<file path="src/rtl/dice_roll_engine.sv">
// dice_roll_engine
// Turns a serial random bit stream into a fair roll of the selected die.
// A collector packs bits into 7-bit words. An FSM maps each word to 1..N by
// rejection sampling and holds the result. The roll can optionally be sent
// as one UART 8N1 frame.
//
// Ports
//   i_clk        system clock, rising edge
//   i_reset_n    synchronous active-low reset
//   i_data_in    raw random bit, sampled every clock while collecting
//   i_dieSelect  die code: 1 D4, 2 D6, 3 D8, 4 D12, 5 D20, 6 D10, 7 D2; else idle
//   i_uart       1 = transmit each completed roll on o_tx
//   o_dieRoll    roll result 1..N (0 before the first roll)
//   o_rollValid  high while a fresh roll is held
//   o_stop       high = collector halted, low = collecting
//   o_tx         UART serial output, idle high
module dice_roll_engine #(
  parameter int CLKS_PER_BIT = 868
) (
  input  logic       i_clk,
  input  logic       i_reset_n,
  input  logic       i_data_in,
  input  logic [3:0] i_dieSelect,
  input  logic       i_uart,
  output logic [4:0] o_dieRoll,
  output logic       o_rollValid,
  output logic       o_stop,
  output logic       o_tx
);

  localparam int CNT_W = (CLKS_PER_BIT > 1) ? $clog2(CLKS_PER_BIT) : 1;
  localparam logic [CNT_W-1:0] LAST_CNT = CNT_W'(CLKS_PER_BIT - 1);

  typedef enum logic [1:0] {
    S_IDLE,
    S_WAIT,
    S_DONE
  } state_t;

  // Codes 1..7 select a die; 0 and every code with the MSB set are idle.
  function automatic logic code_valid(input logic [3:0] c);
    return (c[3] == 1'b0) && (c[2:0] != 3'b000);
  endfunction

  // Largest multiple of N that fits in 128; words at or above it are
  // rejected so every face is equally likely.
  function automatic logic [7:0] accept_limit(input logic [2:0] c);
    logic [7:0] lim;
    case (c)
      3'd2:              lim = 8'd126;
      3'd4, 3'd5, 3'd6:  lim = 8'd120;
      default:           lim = 8'd128;
    endcase
    return lim;
  endfunction

  function automatic logic [4:0] map_roll(input logic [6:0] w, input logic [2:0] c);
    logic [6:0] m;
    case (c)
      3'd1:    m = w % 7'd4;
      3'd2:    m = w % 7'd6;
      3'd3:    m = w % 7'd8;
      3'd4:    m = w % 7'd12;
      3'd5:    m = w % 7'd20;
      3'd6:    m = w % 7'd10;
      3'd7:    m = w % 7'd2;
      default: m = 7'd0;
    endcase
    return 5'(m + 7'd1);
  endfunction

  state_t           r_state;
  state_t           w_state_next;
  logic             w_latch_code;
  logic             w_load_roll;
  logic             w_accept;
  logic             w_start;
  logic             w_uart_busy;

  logic [5:0]       r_shift;
  logic [6:0]       w_shift_next;
  logic [2:0]       r_cnt;
  logic [6:0]       r_word;
  logic             r_word_valid;

  logic [2:0]       r_code;
  logic [4:0]       r_roll;
  logic             r_tx_start;

  logic             r_tx_active;
  logic             r_tx;
  logic [CNT_W-1:0] r_clk_cnt;
  logic [3:0]       r_bit_idx;
  logic [8:0]       r_frame;

  // Collector: shift in while the FSM is waiting for a word
  assign w_start      = ~o_stop;
  assign w_shift_next = {r_shift, i_data_in};

  always_ff @(posedge i_clk) begin
    if (!i_reset_n) begin
      r_cnt        <= 3'd0;
      r_word       <= 7'd0;
      r_word_valid <= 1'b0;
    end else begin
      r_word_valid <= 1'b0;
      if (w_start) begin
        if (r_cnt == 3'd6) begin
          r_word       <= w_shift_next;
          r_word_valid <= 1'b1;
          r_cnt        <= 3'd0;
        end else begin
          r_cnt <= r_cnt + 3'd1;
        end
      end else begin
        // A halted collector restarts from an empty word.
        r_cnt <= 3'd0;
      end
    end
  end

  always_ff @(posedge i_clk) begin
    if (w_start) begin
      r_shift <= w_shift_next[5:0];
    end
  end

  // Post-processing FSM
  assign w_accept    = {1'b0, r_word} < accept_limit(r_code);
  assign w_uart_busy = r_tx_active | r_tx_start;

  always_ff @(posedge i_clk) begin
    if (!i_reset_n) begin
      r_state <= S_IDLE;
    end else begin
      r_state <= w_state_next;
    end
  end

  always_comb begin
    w_state_next = r_state;
    w_latch_code = 1'b0;
    w_load_roll  = 1'b0;
    o_stop       = 1'b1;
    o_rollValid  = 1'b0;
    case (r_state)
      S_IDLE: begin
        if (code_valid(i_dieSelect)) begin
          w_latch_code = 1'b1;
          w_state_next = S_WAIT;
        end
      end
      S_WAIT: begin
        o_stop = 1'b0;
        if (!code_valid(i_dieSelect)) begin
          w_state_next = S_IDLE;
        end else if (r_word_valid && w_accept) begin
          w_load_roll  = 1'b1;
          w_state_next = S_DONE;
        end
      end
      S_DONE: begin
        o_rollValid = 1'b1;
        // Leaving requires an idle code, so a new roll always starts from IDLE.
        if (!code_valid(i_dieSelect) && !w_uart_busy) begin
          w_state_next = S_IDLE;
        end
      end
      default: w_state_next = S_IDLE;
    endcase
  end

  always_ff @(posedge i_clk) begin
    if (w_latch_code) begin
      r_code <= i_dieSelect[2:0];
    end
  end

  always_ff @(posedge i_clk) begin
    if (!i_reset_n) begin
      r_roll     <= 5'd0;
      r_tx_start <= 1'b0;
    end else begin
      r_tx_start <= w_load_roll & i_uart;
      if (w_load_roll) begin
        r_roll <= map_roll(r_word, r_code);
      end
    end
  end

  assign o_dieRoll = r_roll;

  // UART transmitter: start bit, 8 data bits LSB first, stop bit
  always_ff @(posedge i_clk) begin
    if (!i_reset_n) begin
      r_tx_active <= 1'b0;
      r_tx        <= 1'b1;
      r_clk_cnt   <= '0;
      r_bit_idx   <= 4'd0;
    end else if (r_tx_start) begin
      r_tx_active <= 1'b1;
      r_tx        <= 1'b0;
      r_clk_cnt   <= '0;
      r_bit_idx   <= 4'd0;
      r_frame     <= {1'b1, 3'b000, r_roll};
    end else if (r_tx_active) begin
      if (r_clk_cnt == LAST_CNT) begin
        r_clk_cnt <= '0;
        if (r_bit_idx == 4'd9) begin
          r_tx_active <= 1'b0;
          r_tx        <= 1'b1;
        end else begin
          r_bit_idx <= r_bit_idx + 4'd1;
          r_tx      <= r_frame[0];
          r_frame   <= {1'b1, r_frame[8:1]};
        end
      end else begin
        r_clk_cnt <= r_clk_cnt + CNT_W'(1);
      end
    end
  end

  assign o_tx = r_tx;

endmodule

</file>
<file path="config.mk">
export PLATFORM = sky130hd
export DESIGN_NAME = dice_roll_engine
export DESIGN_NICKNAME = d
export VERILOG_FILES = /design/src/rtl/dice_roll_engine.sv
export SDC_FILE = /design/constraint.sdc
export NUM_CORES = 1
export LEC_CHECK = 0
export ABC_AREA = 1
export CORE_MARGIN = 10
export CORE_UTILIZATION = 65
export DETAILED_ROUTE_END_ITERATION = 7
export PLACE_DENSITY_LB_ADDON = 0.25
export SLEW_MARGIN = 5
export SYNTH_ARGS = -nofsm -noshare
export SYNTH_HDL_FRONTEND = slang
export SYNTH_SLANG_ARGS = --single-unit
</file>
<file path="constraint.sdc">
create_clock -name i_clk -period 18.2 [get_ports i_clk]
set_input_delay 2.73 -clock i_clk [delete_from_list [all_inputs] [get_ports i_clk]]
set_output_delay 2.73 -clock i_clk [all_outputs]
set_load 0.05 [all_outputs]
</file>
# Yosys cells after proc, flatten, opt, wreduce, memory -nomap -nowiden
# Cells that the tools add are included.
# totals
ramBits	0
regBits	53
inputBits	8
elab_cells	93
output_inout_bits	8
latch_bits	0
mem_count	0
mem_bits_ro	0
# op_classes
mux	30
n_bitwise	6
n_addsub	4
div	4
n_reduce_logical	18
n_eq_ne	16
order_cmp	1
multipliers	0
shifts	0
# op_table
op	count
5-bit case mux with 7 select lines	1
9-bit 2-to-1 mux	3
1-bit 2-to-1 mux	16
8-bit case mux with 2 select lines	1
3-bit equality test (second input constant)	5
5-bit 2-to-1 mux	3
7-bit by 4-bit remainder unit with 7-bit output (second input constant)	2
10-bit by 1-bit adder with 10-bit output (second input constant)	1
10-bit equality test (second input constant)	1
10-bit 2-to-1 mux	1
7-bit by 8-bit < comparator with 1-bit output	1
2-bit 2-to-1 mux	4
7-bit by 3-bit remainder unit with 7-bit output (second input constant)	1
7-bit by 5-bit remainder unit with 7-bit output (second input constant)	1
3-bit by 2-bit equality test with 1-bit output (second input constant)	2
2-bit inequality test (second input constant)	3
2-bit case mux with 3 select lines	1
2-bit AND reduction	3
3-bit AND reduction	2
3-bit OR reduction	2
5-bit by 1-bit adder with 5-bit output (second input constant)	1
4-bit by 1-bit adder with 4-bit output (second input constant)	1
4-bit equality test (second input constant)	1
1-bit inverter	4
14 further kinds	18

# Logic depth before layout (Yosys ltp)
# depth
word_depth	11
ltp_mapped	55
ltp_nobuf	55

# Worst setup path before layout
# OpenSTA, ideal clock, no wires.
# synth_path
kind	register to register
startpoint	register r_code[0]
endpoint	register r_roll[2] (netlist: o_dieRoll[2])
t_required_ns	18.083
path_buffers	0
stages_incl_launch_ff	53
slack_ns	11.662
setup_ns	0.117
period_less_slack_ns	6.538
arrival_ns	6.421
cell_sequence	edfxtp_1 -> or2_2 -> nor2_1 -> ha_1 -> nand2_1 -> nand3b_1 -> nand2_1 -> nand2_1 -> nand2_1 -> inv_1 -> ha_1 -> nand2_1 -> nand3_1 -> nand2_1 -> nand2_1 -> nand2_4 -> nand2_1 -> and2_1 -> [17 not listed] -> ha_1 -> a21oi_1 -> nand2_1 -> nand2_1 -> nand2_1 -> a21oi_1 -> nand2_1 -> inv_2 -> nand2_4 -> nand2_1 -> nand3_1 -> nand2_2 -> ha_1 -> inv_1 -> nand2_1 -> nand3_1 -> o211ai_1 -> inv_1
# synth_via
elab_chain_len	8
elab_cells_between_ends	18
cone_classes	add/sub (1); order compare (1); eq/ne (7); mux (7); reduce/logical (2)
# synth_lines
element	line	rtl
start: declaration	86	logic [2:0] r_code;
start signal: assignment	175	r_code <= i_dieSelect[2:0];
3-bit equality test	49, 59	
3-bit OR reduction	49	case (c)
8-bit case mux with 2 select lines	49	
7-bit by 8-bit < comparator with 1-bit output	129	assign w_accept = {1'b0, r_word} < accept_limit(r_code);
1-bit logical AND	157	end else if (r_word_valid && w_accept) begin
1-bit 2-to-1 mux	157	
1-bit 2-to-1 mux	155	if (!code_valid(i_dieSelect)) begin
1-bit 2-to-1 mux	146	case (r_state)
end signal: assignment	186	r_roll <= map_roll(r_word, r_code);
end: declaration	87	logic [4:0] r_roll;
# Several ways; a longest one is shown, not always the timed one. The select of a mux whose other input is x is not followed.
# A chain may end at the register's enable or synchronous reset.

# Worst setup path in the final report
# Ends and elaborated chain as after synthesis.

==> qor.yml <==
route:
  vias: 2530
  postRouteAntennaNets: 0
  drt-initial-drc-count: 135
  first_pass_iters: 4
  wl_per_cell_um: 12.4
  vias_per_cell: 5.20
  drc: 0
  postRouteWirelength_um: 6020
timing:
  max_freq_mhz: 136
  fin_skew_ps: 12.3
  period_minus_slack_ps: 7370
  finalCritPeriodShare_pct: 40.5
  setup_slack_ps: 10830
  rsz0062_at_grt: "no"
  hold_violations: 0
  worst_pin_slew_ps: 896
  slew_viol_final: 0
  maxSlewHeadroom_pct: 40.3
  setup_viol: 0
  finalSetupTns_ps: 0
setup_path:
  cp_common_cell: "nand2_1"
  required_ps: 18410
  crit_path_start_kind: "flip-flop"
  critPathBufInv: 8
  cp.arrival_ps: 7580
  startpoint: "r_code[0]"
  slowest_stage: "edfxtp_1"
  critPathTopFamily: "simple AND/OR/NAND/NOR gates"
  critical_path_class: "flip-flop to flip-flop"
  r2r_start: "r_code[0]"
  end_kind: "flip-flop"
  max_stage_delay_ps: 510
  cp_max_fo: 7
cts:
  path_clk_slew_ps: 100
  cts_inserted_buffers: 5
  cts_tree: "built"
  clock_sinks: 52
  clk-insertion-delay-late_ps: 300
  postCtsSetupBuffers: 0
  h-tree-depth: 2
  holdBufCountCts: 0
  root_buffer: "clkbuf_8"
  clockBufferDepth: 2
  cts_resized: 0
synth:
  synth_xor_area_share_pct: 3.28
  ys.warnings.count: 0
  synth_edf_count: 17
  synth_top_cell_by_area: "dfxtp_1"
  synth_simple_gate_area_share_pct: 28.7
  synth_cell_types: 40
  yosysSeqAreaShare_pct: 37.8
  postSynthCellCount: 404
  syn-num-nets: 440
  synth.area.mux_share_pct: 0
  synth_top_family_by_area: "simple AND/OR/NAND/NOR gates"
  ys_top_cells_by_area: "dfxtp_1, edfxtp_1, ha_1"
  synth-async-reset-ratio_pct: 0
  synth_compound_area_share_pct: 10.8
  yosysTopAreaCellShare_pct: 21.8
  synthesis.area_um2: 3210
  synth-seq-cells: 52
  synthAdderAreaFrac_pct: 10.9
  yosysMostFrequentCell: "nand2_1"
  yosys_most_used_dff: "dfxtp_1"
  ys_top_cells_by_count: "nand2_1, inv_1, nor2_1, dfxtp_1, nand3_1"
  syn_avg_cell_area_um2: 7.94
place:
  hpwl_um: 4800
  place_area_um2: 3410
  place.gp.congestion: 0.880
  port_buffers: 15
  place_ws_ps: 10830
floorplan:
  core-area_um2: 4750
  chipHeight_um: 90.2
  die_w_um: 90.2
  pin_count: 16
  rows: 25
  initial_core_util_pct: 67.4
  die-area_um2: 8140
global_route:
  grt_pass1_vias: 2467
  grt_first_pass_wirelength_um: 11100
  grt_max_degree: 19
  globalRouteOverflowTotal: 0
  track_usage_pct: 15.6
  antenna_found_initial: 0
cells_and_area:
  fin_nets: 455
  syn2layout_area_growth_pct: 9.48
  design_area_um2: 3510
  seq_area_um2: 1210
  final_layout_size_suffix_gt1_share_pct: 9.29
  diodes: 0
  multi_input_area_um2: 1720
  fillers: 376
worst_hold_path:
  min_from: "r_cnt[0]"
  hp-class: "flip-flop to flip-flop"
power:
  irDropWorstVdd_uv: 100
  p_per_area_nw_per_um2: 66.5
  p_leak_nw: 1.57
outcome:
  outcome: "finished, final reports clean"
job:
  maxCapViolCount: 0
power by group:
group / leakage (nW) / switching (mW) / total [mW] / internal [mW]
clock network: 0.0463 / 0.0394 / 0.0676 / 0.0283
logic: 1.09 / 0.0266 / 0.0434 / 0.0169
registers: 0.435 / 0.00123 / 0.122 / 0.121
total: 1.57 / 0.0672 / 0.233 / 0.166
cells in the final DEF (no fill, tap or decap), types with 2 or more instances in the layout:
| cell | instances |
|---|---|
| a21o_1 | 3 |
| a21oi_1 | 24 |
| clkbuf_8 | 5 |
| clkdlybuf4s50_1 | 15 |
| dfxtp_1 | 35 |
| edfxtp_1 | 17 |
| ha_1 | 28 |
| inv_1 | 58 |
| inv_2 | 3 |
| nand2_1 | 64 |
| nand2_2 | 8 |
| nand2_4 | 5 |
| nand3_1 | 29 |
| nand3_2 | 2 |
| nand3_4 | 2 |
| nand4_1 | 6 |
| nor2_1 | 42 |
| nor3_1 | 12 |
| o21ai_0 | 24 |
| o21ai_1 | 3 |
| or2_2 | 2 |
| xnor2_1 | 6 |
| xor2_1 | 6 |
per-stage QoR:
stage               power [mW]  hold WS (ps)  std cells  utilization (%)
finish                   0.233           455        487             73.8
global route             0.247           467        487             73.8
CTS                      0.236           460        487             73.8
detailed placement       0.168           437        479             71.8
global placement         0.167           432        479             71.8
floorplan                0.160           417        404                -
state kept, by name (all words and copies together) (netlist names):
signal and count:
r_word 7, r_clk_cnt 10, r_code 3, o_tx 1, r_word_valid 1, r_frame 8
r_tx_active 1, o_dieRoll 5, r_bit_idx 4, r_state 2, r_tx_start 1, r_cnt 3
r_shift 6
worst reg2reg max path, delay by kind of cell (launching register included):
kind	cells	cell delay, ps
adder cells (fa/ha/maj)	6	1850
buffers and inverters	8	690
flip-flops	1	510
AND/OR/NAND/NOR	31	3180
AO/OA/AOI/OAI	8	1030
final cells by class:
type | count | area share [%]
clock buffer | 5 | 1.96
clock inverter | 3 | 0.784
inverter | 62 | 7.02
multi-input combinational | 283 | 49.1
sequential | 52 | 34.5
tap | 67 | 2.39
timing repair buffer | 15 | 4.28
path summary, 6_finish.rpt:
| path | endpoint | slack [ps] | cells after the start |
|---|---|---|---|
| hold / removal | r_cnt[0] | 460 | 1 |
| hold reg to reg | r_cnt[0] | 460 | 1 |
| setup reg to reg | o_dieRoll[2] | 10830 | 53 |
| setup / recovery | o_dieRoll[2] | 10830 | 53 |
cell families (layout without fill, tap and decap cells):
group | Yosys count | in the layout
AOI/OAI and AO/OA | 62 | 62
xor gates and xnor gates | 12 | 12
adders and majority gates | 28 | 28
buffers and inverters | 69 | 85
DFF | 52 | 52
and+or+nand+nor | 181 | 181
routing by layer:
metal  routed length [um]  GRT usage (%)  up-vias
met5                    0              0        -
met4                   46           3.98        0
met3                  163           3.16        4
met2                 2850           25.8       31
met1                 2960           20.1     1142
li1                     -              -     1353
Note: power is estimated with default switching activity, not from simulation.
